<file path="config.mk">
export PLATFORM = sky130hd
export DESIGN_NAME = fifo_uart_tx
export DESIGN_NICKNAME = d
export VERILOG_FILES = /design/src/rtl/uart_pkg.sv /design/src/rtl/uart_bit_timer.sv /design/src/rtl/fifo_uart_tx.sv
export SDC_FILE = /design/constraint.sdc
export NUM_CORES = 1
export LEC_CHECK = 0
export BUFFER_PORTS_ARGS = -buffer_cell sky130_fd_sc_hd__buf_2
export CAP_MARGIN = 20
export CORE_MARGIN = 2
export CORE_UTILIZATION = 60
export CTS_BUF_LIST = sky130_fd_sc_hd__clkbuf_16
export DETAILED_ROUTE_END_ITERATION = 16
export HOLD_SLACK_MARGIN = 0.12
export PLACE_DENSITY = 0.87
export SLEW_MARGIN = 20
export SYNTH_ARGS = -nofsm -noshare
export SYNTH_HDL_FRONTEND = slang
export SYNTH_SLANG_ARGS = --single-unit
</file>
<file path="constraint.sdc">
create_clock -name clk_i -period 5.37 [get_ports clk_i]
set_clock_uncertainty 0.2 [all_clocks]
set_input_delay 0.2685 -clock clk_i [delete_from_list [all_inputs] [get_ports clk_i]]
set_output_delay 0.2685 -clock clk_i [all_outputs]
set_load 0.05 [all_outputs]
</file>
<file path="src/rtl/uart_pkg.sv">
// uart_pkg: types and constants shared by the UART blocks.
//   tx_state_t           - transmitter FSM state encoding
//   DEFAULT_CLKS_PER_BIT - 25 MHz / 115200 baud
//   even_parity()        - XOR reduction of a word (zero-extended to 32 bits)
package uart_pkg;

    typedef enum logic [2:0] {
        IDLE   = 3'd0,
        FETCH  = 3'd1,
        START  = 3'd2,
        DATA   = 3'd3,
        PARITY = 3'd4,
        STOP   = 3'd5
    } tx_state_t;

    localparam int DEFAULT_CLKS_PER_BIT = 217;

    // Callers zero-extend their word; extra zero bits do not change the XOR.
    function automatic logic even_parity(input logic [31:0] data);
        return ^data;
    endfunction

endpackage

</file>
<file path="src/rtl/uart_bit_timer.sv">
// uart_bit_timer: baud counter shared by the UART transmitter and receiver.
// Counts 0..CLKS_PER_BIT-1 and returns to 0 after the terminal count.
//   clk   - system clock
//   rst   - synchronous active-high reset
//   clear - hold the counter at 0 while the owner is not timing a bit
//   tick  - high during the terminal-count cycle (last cycle of a bit)
//   count - current position within the bit
module uart_bit_timer #(
    parameter int CLKS_PER_BIT = 217,
    parameter int CNT_W        = $clog2(CLKS_PER_BIT)
) (
    input  logic             clk,
    input  logic             rst,
    input  logic             clear,
    output logic             tick,
    output logic [CNT_W-1:0] count
);

    assign tick = (count == CNT_W'(CLKS_PER_BIT - 1));

    always_ff @(posedge clk) begin
        if (rst || clear || tick) begin
            count <= '0;
        end else begin
            count <= count + 1'b1;
        end
    end

endmodule

</file>
<file path="src/rtl/fifo_uart_tx.sv">
// fifo_uart_tx: UART transmitter draining a synchronous FIFO.
// Pops one word per frame and sends it 8N1, LSB first. Defining
// UART_TX_PARITY_EN inserts an even-parity bit between data and stop (8E1).
//   clk_i       - system clock
//   rst_i       - synchronous active-high reset
//   empty_i     - FIFO empty flag
//   rd_en_o     - one-cycle FIFO pop strobe, at most one per frame
//   rd_dv_i     - FIFO read-data-valid, only looked at in FETCH
//   rd_data_i   - FIFO read data
//   tx_serial_o - UART line, idles high
//   tx_active_o - high from START through STOP
//   tx_done_o   - one-cycle pulse on the last stop-bit cycle
// All outputs are registered. WIDTH is limited to 32 by the parity helper.
//
// state  | meaning
// IDLE   | line high, pop a word as soon as the FIFO is non-empty
// FETCH  | pop issued, waiting for rd_dv_i (no timeout)
// START  | start bit (0)
// DATA   | WIDTH data bits, LSB first
// PARITY | even-parity bit (UART_TX_PARITY_EN only)
// STOP   | stop bit (1), tx_done_o on its last cycle
module fifo_uart_tx
    import uart_pkg::*;
#(
    parameter int WIDTH        = 8,
    parameter int CLKS_PER_BIT = DEFAULT_CLKS_PER_BIT
) (
    input  logic             clk_i,
    input  logic             rst_i,
    input  logic             empty_i,
    output logic             rd_en_o,
    input  logic             rd_dv_i,
    input  logic [WIDTH-1:0] rd_data_i,
    output logic             tx_serial_o,
    output logic             tx_active_o,
    output logic             tx_done_o
);

    localparam int CNT_W = $clog2(CLKS_PER_BIT);
    localparam int IDX_W = $clog2(WIDTH);

    tx_state_t        state;
    logic [WIDTH-1:0] shift_reg;
    logic [IDX_W-1:0] bit_idx;
    logic             timer_clear;
    logic             bit_tick;
    logic [CNT_W-1:0] baud_count;
    logic             done_next;
`ifdef UART_TX_PARITY_EN
    logic             parity_bit;
`endif

    // Timer sits at 0 outside the frame so START always gets a full bit.
    assign timer_clear = (state == IDLE) || (state == FETCH);

    // tx_done_o is registered, so it is set one cycle before the last stop cycle.
    assign done_next = (state == STOP) && (baud_count == CNT_W'(CLKS_PER_BIT - 2));

    uart_bit_timer #(
        .CLKS_PER_BIT (CLKS_PER_BIT),
        .CNT_W        (CNT_W)
    ) u_bit_timer (
        .clk   (clk_i),
        .rst   (rst_i),
        .clear (timer_clear),
        .tick  (bit_tick),
        .count (baud_count)
    );

    always_ff @(posedge clk_i) begin
        if (rst_i) begin
            state       <= IDLE;
            shift_reg   <= '0;
            bit_idx     <= '0;
            rd_en_o     <= 1'b0;
            tx_serial_o <= 1'b1;
            tx_active_o <= 1'b0;
            tx_done_o   <= 1'b0;
`ifdef UART_TX_PARITY_EN
            parity_bit  <= 1'b0;
`endif
        end else begin
            rd_en_o   <= 1'b0;
            tx_done_o <= 1'b0;
            case (state)
                IDLE: begin
                    if (!empty_i) begin
                        rd_en_o <= 1'b1;
                        state   <= FETCH;
                    end
                end
                FETCH: begin
                    if (rd_dv_i) begin
                        shift_reg   <= rd_data_i;
                        bit_idx     <= '0;
`ifdef UART_TX_PARITY_EN
                        parity_bit  <= even_parity(32'(rd_data_i));
`endif
                        tx_serial_o <= 1'b0;
                        tx_active_o <= 1'b1;
                        state       <= START;
                    end
                end
                START: begin
                    if (bit_tick) begin
                        tx_serial_o <= shift_reg[0];
                        shift_reg   <= shift_reg >> 1;
                        state       <= DATA;
                    end
                end
                DATA: begin
                    if (bit_tick) begin
                        if (bit_idx == IDX_W'(WIDTH - 1)) begin
`ifdef UART_TX_PARITY_EN
                            tx_serial_o <= parity_bit;
                            state       <= PARITY;
`else
                            tx_serial_o <= 1'b1;
                            state       <= STOP;
`endif
                        end else begin
                            bit_idx     <= bit_idx + 1'b1;
                            tx_serial_o <= shift_reg[0];
                            shift_reg   <= shift_reg >> 1;
                        end
                    end
                end
`ifdef UART_TX_PARITY_EN
                PARITY: begin
                    if (bit_tick) begin
                        tx_serial_o <= 1'b1;
                        state       <= STOP;
                    end
                end
`endif
                STOP: begin
                    if (done_next) begin
                        tx_done_o <= 1'b1;
                    end
                    if (bit_tick) begin
                        tx_active_o <= 1'b0;
                        state       <= IDLE;
                    end
                end
                default: begin
                    tx_serial_o <= 1'b1;
                    tx_active_o <= 1'b0;
                    state       <= IDLE;
                end
            endcase
        end
    end

endmodule
</file>
Word-level counts from Yosys, hierarchy flattened --
Cells that the tools add are included.
Storage, ports and cells: register bits 26, output and inout port bits 4, word-level logic and storage cells 70
Cells by class: add/sub/neg operators 2, eq/ne operators 14, muxes and demuxes 26, bitwise gates (word level) 4, reduce and logical (&&, ||, !) cells 16
Operator list (count):
- two-way mux 8 bit | 4
- two-way mux 3 bit | 9
- one-hot mux 8 bit (3 select lines) | 1
- == test 8 bit (second input constant) | 2
- one-hot mux 3 bit (5 select lines) | 1
- adder 8 x 1 -> 8 bit (second input constant) | 1
- two-way mux 1 bit | 8
- != test 2 bit (second input constant) | 4
- AND reduction 4 bit | 2
- == test 3 x 2 -> 1 bit (second input constant) | 2
- == test 3 bit (second input constant) | 2
- != test 2 x 1 -> 1 bit (second input constant) | 3
- one-hot mux 3 bit (2 select lines) | 1
- AND reduction 6 bit | 1
- OR reduction 2 bit | 3
- AND reduction 5 bit | 1
- NOT 1 bit | 4
- one-hot mux 1 bit (4 select lines) | 1
- adder 3 x 1 -> 3 bit (second input constant) | 1
- == test 3 x 1 -> 1 bit (second input constant) | 1
- zero test 3 bit | 1
- logical OR 1 bit | 3
- one-hot mux 1 bit (3 select lines) | 1
- AND reduction 3 bit | 1
- 4 further kinds | 4

Longest topological paths before layout --
depth after elaboration 4, depth in mapped cells 7, depth with buffers taken out 6

By module --
A second synthesis with hierarchy kept.
Second synthesis, totals: cells, all modules 147, area total of the unflattened synthesis 1291.2 µm²
Modules (own cells, without submodules):
- fifo_uart_tx | instances 1, cells an instance 107, area an instance 925.9 µm²
- uart_bit_timer | instances 1, cells an instance 40, area an instance 365.4 µm²

Worst setup path after synthesis --
Ideal clock, no wire load.
path type reg-to-reg, start point reg bit_idx[0], end point reg shift_reg[7], library setup time 0.116 ns, data arrival time 1.550 ns, slack 3.504 ns, stages on the path, launching flop included 8, buffers on the path 1, period minus slack after synthesis 1.866 ns, path through dfxtp_1 > ha_1 > ha_1 > a21bo_2 > a21oi_4 > buf_6 > a21oi_1 > a41o_1
On the way: word-level cells in the longest chain between the ends 3
Ends and longest elaborated chain:
- start: declaration | line fifo_uart_tx.sv:44 | logic [IDX_W-1:0] bit_idx;
- start signal: assignment | line fifo_uart_tx.sv:122 | bit_idx <= bit_idx + 1'b1;
- == test 3 bit | line fifo_uart_tx.sv:113 | if (bit_idx == IDX_W'(WIDTH - 1)) begin
- != test 2 bit (no line)
- AND reduction 5 bit (no line)
- end signal: assignment | line fifo_uart_tx.sv:94 | shift_reg <= rd_data_i;
- end signal: assignment | line fifo_uart_tx.sv:107 | shift_reg <= shift_reg >> 1;
- end signal: assignment | line fifo_uart_tx.sv:124 | shift_reg <= shift_reg >> 1;
- end: declaration | line fifo_uart_tx.sv:43 | logic [WIDTH-1:0] shift_reg;
Every way passes these cells. A chain may end at the register's enable or synchronous reset.

Worst setup path after layout --
start point reg bit_idx[0], end point reg shift_reg[2]
The elaborated chain is that of the path after synthesis.

==> impl_metrics.csv <==
group,metric,value,unit
hold_path,hold_class,"input port to register",
yosys,synth_top_family_by_area,"simple AND/OR/NAND/NOR gates",
clocking,cts-root-buf,"clkbuf_16",
critical_path,critPathMaxStageDelay,350,ps
final_layout,layout-drive-gt1-share,17.20,%
critical_path,crit_top_cell,"ha_1",
global_route,grt_use_total,23.94,%
power_and_ir_drop,ir_drop,0.2292,mV
sta,fin_hold_ws,168.0,ps
final_layout,area_growth_syn_to_layout,13.99,%
outcome,outcome,"finished, final reports clean",
sta,setup_tns,0,ps
yosys,synth_ff_type,"dfxtp_1",
global_route,grt_pass1_wl,4609,um
clocking,cts_sinks,26,
clocking,holdBufCountCts,2,
placed_design,port-buffer-count,15,
final_layout,final_cell_mix,"26 x dfxtp_1, 16 x nor2_1, 15 x buf_2, 11 x a21oi_1, 8 x mux2i_1",
floorplanning,die_h,51.13,um
detailed_routing,drt_iter0_drc,25,
detailed_routing,postRouteWirelength,2700,um
yosys,avgSynthCellArea,9.254,um2
detailed_routing,drt_pass1_iterations,4,
yosys,muxShareOfSynthArea,6.009,%
clocking,tritoncts,"built",
power_and_ir_drop,sequentialPowerShare,43.5,%
placed_design,gp_congestion,0.8076,
power_and_ir_drop,pwr_density_cell,325.0,nW/um2
critical_path,critPathKind,"register to register",
clocking,post-cts-setup-buffers,0,
yosys,ys_ff_latch,26,
critical_path,cp.required,5330,ps
power_and_ir_drop,p_leak,0.6488,nW
power_and_ir_drop,p_clk_share,43.3,%
critical_path,startpoint_type,"register",
clocking,clk_latency,260,ps
yosys,synth-compound-area-share,20.19,%
run,cap_violations,0,
floorplanning,dieArea,2614,um2
yosys,synth-seq-area-share,39.06,%
clocking,htreeDepth,1,
detailed_routing,wl_per_cell,14.59,um
clocking,cts.clk_slew.worst_paths,60,ps
critical_path,path_cells,"ha_1 > ha_1 > a21bo_2 > a21oi_4 > a21oi_1 > a311oi_1",
final_layout,diodes,0,
detailed_routing,vias,1106,
critical_path,crit_fanout,16,
final_layout,fin_nets,174,
clocking,post_cts_resize_count,0,
sta,setup-violations-final,0,
detailed_routing,antenna_left,0,
floorplanning,start_util,62.03,%
critical_path,ff2ff_path_depth,6,
sta,rsz0062_at_grt,"no",
power_and_ir_drop,p_switching,0.1137,mW
yosys,syn_area,1333,um2
clocking,cts_made_buffers,3,
yosys,synth_fa_ha_area_share,3.756,%
sta,hold_viol_final,0,
yosys,synth.net_count,160,
sta,finalCritPeriodShare,39.37,%
detailed_routing,route.detailed.drc,0,
clocking,cts.path.max_buffers,2,
detailed_routing,via_per_inst,5.978,
global_route,antenna_found_initial,0,
sta,tightest_slew,700.0,ps
final_layout,fillCellCount,167,
yosys,synth_enable_flop_cells,0,
critical_path,critPathCaptureType,"register",
yosys,async_reset_ff_share,0,%
sta,maxSlewHeadroom,53.33,%
power_and_ir_drop,p_int,0.3800,mW
yosys,ys_types,39,
critical_path,crit_arrival,2080,ps
critical_path,cp_slowest_cell,"a21oi_4",
floorplanning,rows,17,
yosys,syn_inst,144,
hold_path,hold_depth,3,
final_layout,final_common_cell,"dfxtp_1",
yosys,yosys.area_share.simple,21.41,%
yosys,yosys_warnings,0,
placed_design,dp_hpwl,1734,um
floorplanning,die_w,51.13,um
sta,min_period,2114,ps
power_and_ir_drop,sw_frac_of_total,23.04,%
floorplanning,ioPinCount,16,
floorplanning,core_region_area,2148,um2
sta,slew_viol_final,0,
global_route,grt_pass1_vias,1028,
yosys,synth_xor_xnor_area_share,3.944,%
power_and_ir_drop,p_comb_share,13.2,%
global_route,grt_max_degree,18,
final_layout,final_util,70.70,%
global_route,grt-ovfl-total,0,
sta,fmaxAchievable,0.4730,GHz
==> through the flow <==
| stage | total power, mW | std cells | worst slack, ps | instance area [um2] |
|---|---|---|---|---|
| final | 0.4937 | 185 | 3256 | 1519 |
| after global routing | 0.5126 | 185 | 3139 | 1519 |
| after CTS | 0.4965 | 185 | 3281 | 1519 |
| after detailed placement | 0.2819 | 179 | 3315 | 1394 |
| after global placement | 0.2791 | 179 | 3400 | 1394 |
| after floorplan | 0.2709 | 144 | 3504 | 1333 |
==> cell type report <==
cell class              instances  area (um2)  area share, %
clock buffers                   3       75.07          4.942
clock inverters                 1       30.03          1.977
inverters                       7       26.28          1.730
multi-input cells             103       737.0          48.52
flip-flops and latches         26       520.5          34.27
well taps                      28       35.03          2.306
repair buffers                 17       95.09          6.260
==> cells in the mapped netlist (all sizes together) (2+ instances only) <==
cell type / number / share of area (%)
dfxtp: 26 / 39
nor2: 16 / 4.5
a21oi: 12 / 5.4
mux2i: 8 / 6.0
a311oi: 7 / 4.6
inv: 7 / 2.0
nand3: 6 / 2.3
buf: 5 / 2.8
o21ai: 5 / 2.7
ha: 4 / 3.8
nand2: 4 / 1.1
xor2: 4 / 2.6
clkbuf: 3 / 0.85
nand2b: 3 / 1.4
nand3b: 3 / 2.0
nor2b: 3 / 1.4
nor4: 3 / 1.9
o41ai: 3 / 2.0
a211oi: 2 / 1.1
and3: 2 / 0.94
nor3: 2 / 0.75
nor3b: 2 / 1.1
or2: 2 / 0.94
xnor2: 2 / 1.3
==> worst max-delay path, delay by kind of cell (launching register included) <==
kind                     cells  cell delay (ps)
AO/OA/AOI/OAI                4             1020
adder cells (fa/ha/maj)      2              460
flip-flops                   1              330
==> path summary, 6_finish.rpt <==
check	to	from	slack [ps]
worst max-delay path	shift_reg[2]	bit_idx[0]	3260
worst min-delay path	shift_reg[3]	rd_data_i[3]	170
worst max register to register	shift_reg[2]	bit_idx[0]	3260
worst min register to register	u_bit_timer.count[0]	u_bit_timer.count[0]	270
==> routing by layer <==
layer | track usage [%] | share of wire [%]
met1 | 30.22 | 45
met2 | 39.18 | 50
met5 | 0 | 0
met3 | 3.801 | 3.5
met4 | 12.61 | 1.9
==> power groups by stage <==
stage	Clock (mW)	Combinational (mW)	Sequential, mW
after CTS	0.217	0.0652	0.215
after global routing	0.224	0.0719	0.217
after global placement	0	0.0611	0.218
after floorplan	0	0.0495	0.221
after detailed placement	0	0.0633	0.219
final	0.214	0.0651	0.215
==> cell families after synthesis <==
group                    Yosys count
AND/OR/NAND/NOR                   49
flip-flops                        26
AO/OA/AOI/OAI                     36
multiplexers                       8
buffers and inverters             15
XOR/XNOR                           6
adder cells (fa/ha/maj)            4
No activity file was read; power rests on OpenSTA's default activity.
